==> src/rtl/rx_os_pkg.sv <==
// rx_os_pkg: symbol codes, ordered-set type encoding, decoder FSM states and
// the TS field record shared by rx_os_decoder and rx_os_symbol_step.
package rx_os_pkg;

    // 8b/10b control (K) symbol codes
    localparam logic [7:0] KCom = 8'hBC;
    localparam logic [7:0] KPad = 8'hF7;
    localparam logic [7:0] KSkp = 8'h1C;
    localparam logic [7:0] KIdl = 8'h7C;
    localparam logic [7:0] KFts = 8'h3C;

    // TS identifier data (D) symbols
    localparam logic [7:0] DTs1 = 8'h4A;
    localparam logic [7:0] DTs2 = 8'h45;

    // Symbol index landmarks inside an ordered set
    localparam logic [3:0] IdxLastHead  = 4'd5;
    localparam logic [3:0] IdxIdent     = 4'd6;
    localparam logic [3:0] IdxLastIdent = 4'd15;
    localparam logic [3:0] IdxLastRun   = 4'd3;

    typedef enum logic [2:0] {
        OsNone = 3'd0,
        OsTs1  = 3'd1,
        OsTs2  = 3'd2,
        OsSkp  = 3'd3,
        OsEios = 3'd4,
        OsFts  = 3'd5
    } os_type_e;

    typedef enum logic [2:0] {
        StHunt  = 3'd0,
        StHead  = 3'd1,
        StIdent = 3'd2,
        StSkpb  = 3'd3,
        StIdlb  = 3'd4,
        StFtsb  = 3'd5
    } os_state_e;

    typedef struct packed {
        logic [7:0] link;
        logic       link_pad;
        logic [7:0] lane;
        logic       lane_pad;
        logic [7:0] nfts;
        logic [7:0] rate;
        logic [7:0] ctrl;
    } ts_fields_t;

    localparam int unsigned TsFieldsW = $bits(ts_fields_t);

    function automatic logic is_k_code(input logic k, input logic [7:0] d,
                                       input logic [7:0] code);
        return k && (d == code);
    endfunction

endpackage

==> src/rtl/rx_os_symbol_step.sv <==
// rx_os_symbol_step: combinational decode of one received symbol. Takes the
// decoder state left by the previous symbol and produces the state seen by the
// next one, plus completion/error flags for this symbol.
// Optional FTS ordered-set detection is enabled by defining RX_OS_FTS_DETECT_EN.
module rx_os_symbol_step
    import rx_os_pkg::*;
(
    input  logic [7:0]           sym_i,
    input  logic                 sym_k_i,
    input  logic [2:0]           state_i,
    input  logic [3:0]           idx_i,
    input  logic [TsFieldsW-1:0] fields_i,
    input  logic [2:0]           ident_i,
    output logic [2:0]           state_o,
    output logic [3:0]           idx_o,
    output logic [TsFieldsW-1:0] fields_o,
    output logic [2:0]           ident_o,
    output logic                 complete_o,
    output logic [2:0]           comp_type_o,
    output logic                 error_o
);

    os_state_e  state_in;
    os_state_e  state_nx;
    ts_fields_t fld;
    logic [3:0] idx_nx;
    logic [2:0] ident_nx;
    logic [7:0] ident_byte;
    logic [7:0] run_code;
    os_type_e   run_type;
    logic       is_com;

    assign state_in   = os_state_e'(state_i);
    assign is_com     = is_k_code(sym_k_i, sym_i, KCom);
    assign ident_byte = (ident_i == OsTs1) ? DTs1 : DTs2;

    assign state_o  = state_nx;
    assign idx_o    = idx_nx;
    assign fields_o = fld;
    assign ident_o  = ident_nx;

    // Symbol expected and type reported by the repeated-K sets (SKP, EIOS, FTS)
    always_comb begin
        run_code = KSkp;
        run_type = OsSkp;
        case (state_in)
            StIdlb: begin
                run_code = KIdl;
                run_type = OsEios;
            end
            StFtsb: begin
                run_code = KFts;
                run_type = OsFts;
            end
            default: ;
        endcase
    end

    // Single-symbol FSM step: field capture, completion and violation detection
    always_comb begin
        state_nx    = state_in;
        idx_nx      = idx_i;
        fld         = ts_fields_t'(fields_i);
        ident_nx    = ident_i;
        complete_o  = 1'b0;
        comp_type_o = OsNone;
        error_o     = 1'b0;

        case (state_in)
            StHunt: begin
                if (is_com) begin
                    state_nx = StHead;
                    idx_nx   = 4'd1;
                end
            end

            StHead: begin
                if (is_com) begin
                    // COM mid-set is an error but also starts a fresh set
                    error_o  = 1'b1;
                    state_nx = StHead;
                    idx_nx   = 4'd1;
                end else if (idx_i == 4'd1 && is_k_code(sym_k_i, sym_i, KSkp)) begin
                    state_nx = StSkpb;
                    idx_nx   = 4'd2;
                end else if (idx_i == 4'd1 && is_k_code(sym_k_i, sym_i, KIdl)) begin
                    state_nx = StIdlb;
                    idx_nx   = 4'd2;
`ifdef RX_OS_FTS_DETECT_EN
                end else if (idx_i == 4'd1 && is_k_code(sym_k_i, sym_i, KFts)) begin
                    state_nx = StFtsb;
                    idx_nx   = 4'd2;
`endif
                end else if (sym_k_i && !(sym_i == KPad && idx_i <= 4'd2)) begin
                    error_o  = 1'b1;
                    state_nx = StHunt;
                    idx_nx   = 4'd0;
                end else begin
                    // Only PAD can reach here as a K symbol, so sym_k_i is the pad flag
                    case (idx_i)
                        4'd1: begin
                            fld.link     = sym_i;
                            fld.link_pad = sym_k_i;
                        end
                        4'd2: begin
                            fld.lane     = sym_i;
                            fld.lane_pad = sym_k_i;
                        end
                        4'd3:    fld.nfts = sym_i;
                        4'd4:    fld.rate = sym_i;
                        default: fld.ctrl = sym_i;
                    endcase
                    idx_nx = idx_i + 4'd1;
                    if (idx_i == IdxLastHead) begin
                        state_nx = StIdent;
                    end
                end
            end

            StIdent: begin
                if (is_com) begin
                    error_o  = 1'b1;
                    state_nx = StHead;
                    idx_nx   = 4'd1;
                end else if (sym_k_i) begin
                    error_o  = 1'b1;
                    state_nx = StHunt;
                    idx_nx   = 4'd0;
                end else if (idx_i == IdxIdent) begin
                    if (sym_i == DTs1) begin
                        ident_nx = OsTs1;
                        idx_nx   = idx_i + 4'd1;
                    end else if (sym_i == DTs2) begin
                        ident_nx = OsTs2;
                        idx_nx   = idx_i + 4'd1;
                    end else begin
                        error_o  = 1'b1;
                        state_nx = StHunt;
                        idx_nx   = 4'd0;
                    end
                end else if (sym_i != ident_byte) begin
                    error_o  = 1'b1;
                    state_nx = StHunt;
                    idx_nx   = 4'd0;
                end else if (idx_i == IdxLastIdent) begin
                    complete_o  = 1'b1;
                    comp_type_o = ident_i;
                    state_nx    = StHunt;
                    idx_nx      = 4'd0;
                end else begin
                    idx_nx = idx_i + 4'd1;
                end
            end

            StSkpb, StIdlb, StFtsb: begin
                if (is_com) begin
                    error_o  = 1'b1;
                    state_nx = StHead;
                    idx_nx   = 4'd1;
                end else if (is_k_code(sym_k_i, sym_i, run_code)) begin
                    if (idx_i == IdxLastRun) begin
                        complete_o  = 1'b1;
                        comp_type_o = run_type;
                        state_nx    = StHunt;
                        idx_nx      = 4'd0;
                    end else begin
                        idx_nx = idx_i + 4'd1;
                    end
                end else begin
                    error_o  = 1'b1;
                    state_nx = StHunt;
                    idx_nx   = 4'd0;
                end
            end

            default: begin
                state_nx = StHunt;
                idx_nx   = 4'd0;
            end
        endcase
    end

endmodule

==> src/rtl/rx_os_decoder.sv <==
// rx_os_decoder: per-lane Gen1/Gen2 receive ordered-set decoder. Chains one
// rx_os_symbol_step per symbol of the PIPE word, registers the decoded TS
// fields and maintains the consecutive-identical-TS counter for the LTSSM.
// Optional FTS detection: define RX_OS_FTS_DETECT_EN (see rx_os_symbol_step).
module rx_os_decoder
    import rx_os_pkg::*;
#(
    parameter int unsigned PIPEWIDTH = 8,
    parameter int unsigned CONSEC_W  = 4
) (
    input  logic                   pclk,
    input  logic                   reset_n,
    input  logic [PIPEWIDTH-1:0]   RxData,
    input  logic [PIPEWIDTH/8-1:0] RxDataK,
    input  logic                   RxValid,
    input  logic                   clear_count,
    output logic                   os_valid,
    output logic [2:0]             os_type,
    output logic [7:0]             os_link_num,
    output logic                   os_link_pad,
    output logic [7:0]             os_lane_num,
    output logic                   os_lane_pad,
    output logic [7:0]             os_nfts,
    output logic [7:0]             os_rate_id,
    output logic [7:0]             os_train_ctrl,
    output logic [CONSEC_W-1:0]    ts_consec_count,
    output logic                   os_error
);

    localparam int unsigned NumSym = PIPEWIDTH / 8;

    // Decoder working state carried between cycles
    logic [2:0]           state_q, state_d;
    logic [3:0]           idx_q, idx_d;
    logic [TsFieldsW-1:0] fld_q, fld_d;
    logic [2:0]           ident_q, ident_d;

    // Registered outputs and counter bookkeeping
    logic                 os_valid_q, os_valid_d;
    logic                 os_error_q, os_error_d;
    logic [2:0]           os_type_q, os_type_d;
    ts_fields_t           out_fld_q, out_fld_d;
    logic [CONSEC_W-1:0]  count_q, count_d;
    logic [TsFieldsW-1:0] prev_fld_q, prev_fld_d;
    logic [2:0]           prev_type_q, prev_type_d;
    logic                 prev_valid_q, prev_valid_d;

    // Per-symbol step results
    logic [NumSym-1:0]    comp_vec;
    logic [NumSym-1:0]    err_vec;
    logic [2:0]           comp_type_arr [NumSym];
    logic [TsFieldsW-1:0] comp_fld_arr  [NumSym];

    logic                 any_comp;
    logic [2:0]           sel_type;
    logic [TsFieldsW-1:0] sel_fld;
    logic                 ts_done;
    logic                 same_ts;

    for (genvar i = 0; i < NumSym; i++) begin : g_step
        logic [2:0]           st_in, st_out;
        logic [3:0]           idx_in, idx_out;
        logic [TsFieldsW-1:0] fld_in, fld_out;
        logic [2:0]           ident_in, ident_out;
        logic                 comp, err;
        logic [2:0]           ctype;

        if (i == 0) begin : g_first
            assign st_in    = state_q;
            assign idx_in   = idx_q;
            assign fld_in   = fld_q;
            assign ident_in = ident_q;
        end else begin : g_next
            assign st_in    = g_step[i-1].st_out;
            assign idx_in   = g_step[i-1].idx_out;
            assign fld_in   = g_step[i-1].fld_out;
            assign ident_in = g_step[i-1].ident_out;
        end

        rx_os_symbol_step u_step (
            .sym_i       (RxData[8*i +: 8]),
            .sym_k_i     (RxDataK[i]),
            .state_i     (st_in),
            .idx_i       (idx_in),
            .fields_i    (fld_in),
            .ident_i     (ident_in),
            .state_o     (st_out),
            .idx_o       (idx_out),
            .fields_o    (fld_out),
            .ident_o     (ident_out),
            .complete_o  (comp),
            .comp_type_o (ctype),
            .error_o     (err)
        );

        assign comp_vec[i]      = comp;
        assign err_vec[i]       = err;
        assign comp_type_arr[i] = ctype;
        // A completing symbol never alters the fields, so its output record is the set's
        assign comp_fld_arr[i]  = fld_out;
    end

    // Pick the completion in this word (at most one can occur per cycle)
    always_comb begin
        any_comp = 1'b0;
        sel_type = OsNone;
        sel_fld  = '0;
        for (int i = 0; i < NumSym; i++) begin
            if (comp_vec[i]) begin
                any_comp = 1'b1;
                sel_type = comp_type_arr[i];
                sel_fld  = comp_fld_arr[i];
            end
        end
    end

    assign ts_done = RxValid && any_comp && (sel_type == OsTs1 || sel_type == OsTs2);
    assign same_ts = prev_valid_q && (prev_type_q == sel_type) && (prev_fld_q == sel_fld);

    // Decoder state advances only on qualified cycles
    always_comb begin
        state_d = state_q;
        idx_d   = idx_q;
        fld_d   = fld_q;
        ident_d = ident_q;
        if (RxValid) begin
            state_d = g_step[NumSym-1].st_out;
            idx_d   = g_step[NumSym-1].idx_out;
            fld_d   = g_step[NumSym-1].fld_out;
            ident_d = g_step[NumSym-1].ident_out;
        end
    end

    // Output registers, previous-TS record and consecutive-TS counter
    always_comb begin
        os_valid_d   = RxValid && any_comp;
        os_error_d   = RxValid && (|err_vec);
        os_type_d    = os_type_q;
        out_fld_d    = out_fld_q;
        count_d      = count_q;
        prev_fld_d   = prev_fld_q;
        prev_type_d  = prev_type_q;
        prev_valid_d = prev_valid_q;

        if (RxValid && any_comp) begin
            os_type_d = sel_type;
        end

        if (ts_done) begin
            out_fld_d    = ts_fields_t'(sel_fld);
            prev_fld_d   = sel_fld;
            prev_type_d  = sel_type;
            prev_valid_d = 1'b1;
            if (!same_ts) begin
                count_d = CONSEC_W'(1);
            end else if (!(&count_q)) begin
                count_d = count_q + CONSEC_W'(1);
            end
        end else if (RxValid && any_comp && sel_type == OsEios) begin
            count_d = '0;
        end

        // Clear wins over a same-cycle completion; the TS record above still updates
        if (clear_count) begin
            count_d = '0;
        end
    end

    // State and output registers
    always_ff @(posedge pclk or negedge reset_n) begin
        if (!reset_n) begin
            state_q      <= StHunt;
            idx_q        <= '0;
            fld_q        <= '0;
            ident_q      <= OsNone;
            os_valid_q   <= 1'b0;
            os_error_q   <= 1'b0;
            os_type_q    <= OsNone;
            out_fld_q    <= '0;
            count_q      <= '0;
            prev_fld_q   <= '0;
            prev_type_q  <= OsNone;
            prev_valid_q <= 1'b0;
        end else begin
            state_q      <= state_d;
            idx_q        <= idx_d;
            fld_q        <= fld_d;
            ident_q      <= ident_d;
            os_valid_q   <= os_valid_d;
            os_error_q   <= os_error_d;
            os_type_q    <= os_type_d;
            out_fld_q    <= out_fld_d;
            count_q      <= count_d;
            prev_fld_q   <= prev_fld_d;
            prev_type_q  <= prev_type_d;
            prev_valid_q <= prev_valid_d;
        end
    end

    assign os_valid        = os_valid_q;
    assign os_error        = os_error_q;
    assign os_type         = os_type_q;
    assign os_link_num     = out_fld_q.link;
    assign os_link_pad     = out_fld_q.link_pad;
    assign os_lane_num     = out_fld_q.lane;
    assign os_lane_pad     = out_fld_q.lane_pad;
    assign os_nfts         = out_fld_q.nfts;
    assign os_rate_id      = out_fld_q.rate;
    assign os_train_ctrl   = out_fld_q.ctrl;
    assign ts_consec_count = count_q;

endmodule

==> config.mk <==
export PLATFORM = sky130hd
export DESIGN_NAME = rx_os_decoder
export DESIGN_NICKNAME = d
export VERILOG_FILES = /design/src/rtl/rx_os_pkg.sv /design/src/rtl/rx_os_symbol_step.sv /design/src/rtl/rx_os_decoder.sv
export SDC_FILE = /design/constraint.sdc
export NUM_CORES = 1
export LEC_CHECK = 0
export ABC_AREA = 1
export ABC_CLOCK_PERIOD_IN_PS = 6770
export CAP_MARGIN = 20
export CORE_UTILIZATION = 50
export DETAILED_ROUTE_END_ITERATION = 8
export HOLD_SLACK_MARGIN = 0.1
export PLACE_DENSITY_LB_ADDON = 0.08
export SLEW_MARGIN = 10
export SYNTH_ARGS = -nofsm -noshare
export SYNTH_HDL_FRONTEND = slang
export SYNTH_SLANG_ARGS = --single-unit
export TNS_END_PERCENT = 10
==> constraint.sdc <==
create_clock -name pclk -period 6.77 [get_ports pclk]
set_input_delay 1.354 -clock pclk [delete_from_list [all_inputs] [get_ports pclk]]
set_output_delay 1.354 -clock pclk [all_outputs]
set_load 0.01 [all_outputs]
==> results.py <==
metrics = {
    "power_and_ir_drop": {
        "p_clk_share_pct": 26.7,
        "p_leak_nw": 3.53,
        "totalPowerFinal_mw": 1.92,
        "p_sw_mw": 0.725,
        "switching_share_pct": 37.7,
        "p_int_mw": 1.20,
        "seq_power_share_pct": 42.6,
        "powerDensity_nw_per_um2": 259,
        "power_frac_comb_pct": 30.7,
        "ir_worst_vdd_mv": 0.209,
    },
    "yosys": {
        "async_flop_share_pct": 100,
        "synth.avg_cell_area_sq_um": 6.78,
        "ys_warn_count": 0,
        "yosysTopAreaCell": "dfrtp_1",
        "netlist_instances": 955,
        "synthFlopType": "dfrtp_1",
        "synth_top_area_share_pct": 41.0,
        "synth_area_leaders": "dfrtp_1 41%, nand2_1 21%, nand3_1 5.6%, nor2_1 5.5%, o21ai_0 5.2%",
        "synth_nets": 973,
        "synthTopCellsByCount": "354 x nand2_1, 106 x dfrtp_1, 95 x nor2_1",
        "synthMostInstantiatedCell": "nand2_1",
        "yosysUniqueCellTypes": 36,
        "synth_edf_count": 0,
        "synth_seq_cells": 106,
        "syn_area_sq_um": 6480,
        "ys_seq_area_share_pct": 41.0,
    },
    "floorplanning": {
        "coreArea_sq_um": 12600,
        "num_io_pins": 64,
        "start_util_pct": 51.3,
        "dieArea_sq_um": 13400,
        "die_w_um": 116,
        "rows": 41,
        "dieHeight_um": 116,
    },
    "worst_setup_path": {
        "path_common_cell": "nand2_1",
        "max_stage_delay_ns": 0.74,
        "crit_fanout": 36,
        "path_buf_inv": 1,
        "ff2ff_path_depth": 16,
        "critical-path-top-delay-family": "simple AND/OR/NAND/NOR gates",
        "worstSetupStartpointType": "input pin",
        "slowest_stage": "clkdlybuf4s50_1",
        "worstSetupEndpointType": "flop",
        "crit_chain": "clkdlybuf4s50_1 > nand2_1 > nor2_1 > nand3_2 > nand2_2 > nand3_1 > o21ai_0 > nand3_1 > nand2_1 > nand3_1 > nor2_1 > nand2_1 > nor2_2 > nand3_1 > nand2_2 > nand2_2 > nand2_1 > nand2_1",
        "crit_type": "input pin to flop",
        "cp.arrival_ns": 5.41,
        "cp_data_required_time_ns": 7.01,
        "worst-path-stages": 18,
    },
    "sta": {
        "timing.final.ws_setup_ns": 1.61,
        "timing.fmax_mhz": 194,
        "hold_viol_final": 0,
        "skew_ns": 0.00658,
        "tns_ns": 0,
        "rsz0062_at_grt": "false",
        "period_needed_ns": 5.16,
        "finalMaxSlewViolations": 0,
        "tightest_slew_ns": 1.01,
        "period_share_pct": 76.3,
        "setup_viol": 0,
        "relSlewSlack_pct": 32.4,
    },
    "final_layout": {
        "final_util_pct": 58.9,
        "seqCellArea_sq_um": 2650,
        "diodes": 0,
        "drive_gt1_share_pct": 4.32,
        "nFillCells": 1226,
        "area_growth_pct": 14.7,
        "final_area_sq_um": 7430,
        "finalNetCount": 1009,
        "multi_input_area_sq_um": 3300,
    },
    "place": {
        "globalplace.congestion": 0.923,
        "place_area_sq_um": 7150,
        "io_buffers": 63,
        "post-dp-hpwl_mm": 12.8,
        "dp_slack_ns": 1.32,
    },
    "drt": {
        "avgRoutedWirePerCell_um": 15.0,
        "drc": 0,
        "drt_iter0_drc": 570,
        "antenna_left": 0,
        "vias": 6167,
        "vias_per_cell": 5.28,
        "first_pass_iters": 5,
        "wirelength_mm": 17.5,
    },
    "clocking": {
        "cts_tree": "built",
        "postCtsSetupBuffers": 0,
        "path_clk_slew_ns": 0.07,
        "htree_num_levels": 3,
        "cts_inserted_buffers": 9,
        "cts_root_buf": "clkbuf_16",
        "clockBufferDepth": 2,
        "worstSkewPairLatency_ns": 0.35,
        "cts_hold_buf": 0,
        "clkSinkCount": 106,
        "post_cts_resized": 0,
    },
    "min_path": {
        "hold_class": "flop to flop",
        "worstHoldPathCells": 2,
    },
    "grt": {
        "globalRoute.totalOverflow": 0,
        "grt_pass1_wl_mm": 28.8,
        "grt_pass1_vias": 5585,
        "grt_usage_pct": 28.3,
        "antenna_found_initial": 0,
        "grt_max_degree": 74,
    },
    "status": {
        "status": "complete, no violations",
    },
    "run": {
        "max_cap_violations": 0,
    },
}
routing by layer:
layer / global-route usage, % / vias to the layer above / share of wire [%]
li1: - / 3146 / -
met1: 38.1 / 2799 / 45
met2: 47.0 / 202 / 48
met3: 5.54 / 20 / 5.8
met4: 7.18 / 0 / 1.7
met5: 0 / - / 0
metrics by stage:
step	hold WS [ns]	cells
5_1_grt	0.500	1168
4_1_cts	0.482	1168
6_report	0.476	1168
3_5_place_dp	0.465	1152
3_3_place_gp	0.463	1152
2_1_floorplan	0.440	955
cell type report:
type | instances | share of cell area [%]
timing repair buffer | 68 | 8.89
inverter | 84 | 4.24
clock inverter | 1 | 0.101
sequential | 106 | 35.7
tap | 172 | 2.90
multi-input combinational | 722 | 44.4
clock buffer | 15 | 3.74
power by group through the flow:
stage / clock [mW] / combinational, mW / sequential (mW)
after floorplan: 0 / 0.419 / 0.815
after global placement: 0 / 0.584 / 0.826
after detailed placement: 0 / 0.589 / 0.827
after CTS: 0.522 / 0.589 / 0.818
after global routing: 0.546 / 0.670 / 0.834
final: 0.513 / 0.591 / 0.820
cell families (layout without fill, tap and decap cells):
group           after synthesis  count (layout)  share of synthesized area, %
buf+inv                     127             168                          8.06
xor+xnor                      6               6                         0.811
fa+ha+maj                     5               5                         0.966
compound gates              121             121                          10.2
flops                       106             106                          41.0
simple gates                590             590                          39.0
layout by cell type, fill, tap and decap left out, drive strengths merged, types with 3 or more instances in the layout:
| cell type | instances |
|---|---|
| nand2 | 359 |
| dfrtp | 106 |
| nor2 | 102 |
| inv | 83 |
| o21ai | 81 |
| nand3 | 77 |
| clkdlybuf4s50 | 61 |
| a31oi | 27 |
| nand4 | 23 |
| nand3b | 19 |
| clkbuf | 15 |
| buf | 7 |
| xor2 | 5 |
| ha | 5 |
| nor3 | 5 |
| o211ai | 4 |
| a21oi | 4 |
| or2 | 3 |
worst register-to-register path, stage by stage, from the launching register on:
cell and delay, ns:
dfrtp_1 0.43, ha_1 0.27, nand2_1 0.15, clkinv_1 0.35, nand4_1 0.31, nand2_2 0.46, inv_2 0.31, nor2_2 0.08
inv_1 0.15, nor2_1 0.07, nand3_2 0.22, buf_4 0.57, inv_1 0.20, nand2_2 0.16, nand2_2 0.09, nand2_1 0.07
nand2_1 0.05
final timing paths:
check	to	startpoint	slack [ns]
worst max-delay path	ts_consec_count[1]$_DFFE_PN0P_	RxData[4]	1.61
worst min-delay path	os_type[2]$_DFFE_PN0P_	os_type[2]$_DFFE_PN0P_	0.48
worst max register to register	ts_consec_count[1]$_DFFE_PN0P_	g_step[0].idx_in[0]$_DFFE_PN0P_	2.74
worst min register to register	os_type[2]$_DFFE_PN0P_	os_type[2]$_DFFE_PN0P_	0.48
max in group asynchronous	fld_q[6]$_DFFE_PN0P_	reset_n	4.54
min in group asynchronous	g_step[0].st_in[2]$_DFFE_PN0P_	reset_n	1.03
sequential cells by signal, indices dropped and copies added, names as in the netlist:
register	count
os_error	1
os_lane_num	7
g_step.ident_in	2
g_step.st_in	3
g_step.idx_in	4
prev_valid_q	1
os_valid	1
prev_fld_q	6
os_rate_id	7
prev_type_q	3
os_train_ctrl	7
ts_consec_count	4
os_link_num	8
os_type	3
fld_q	42
os_nfts	7
No activity file was read; power rests on OpenSTA's default activity.
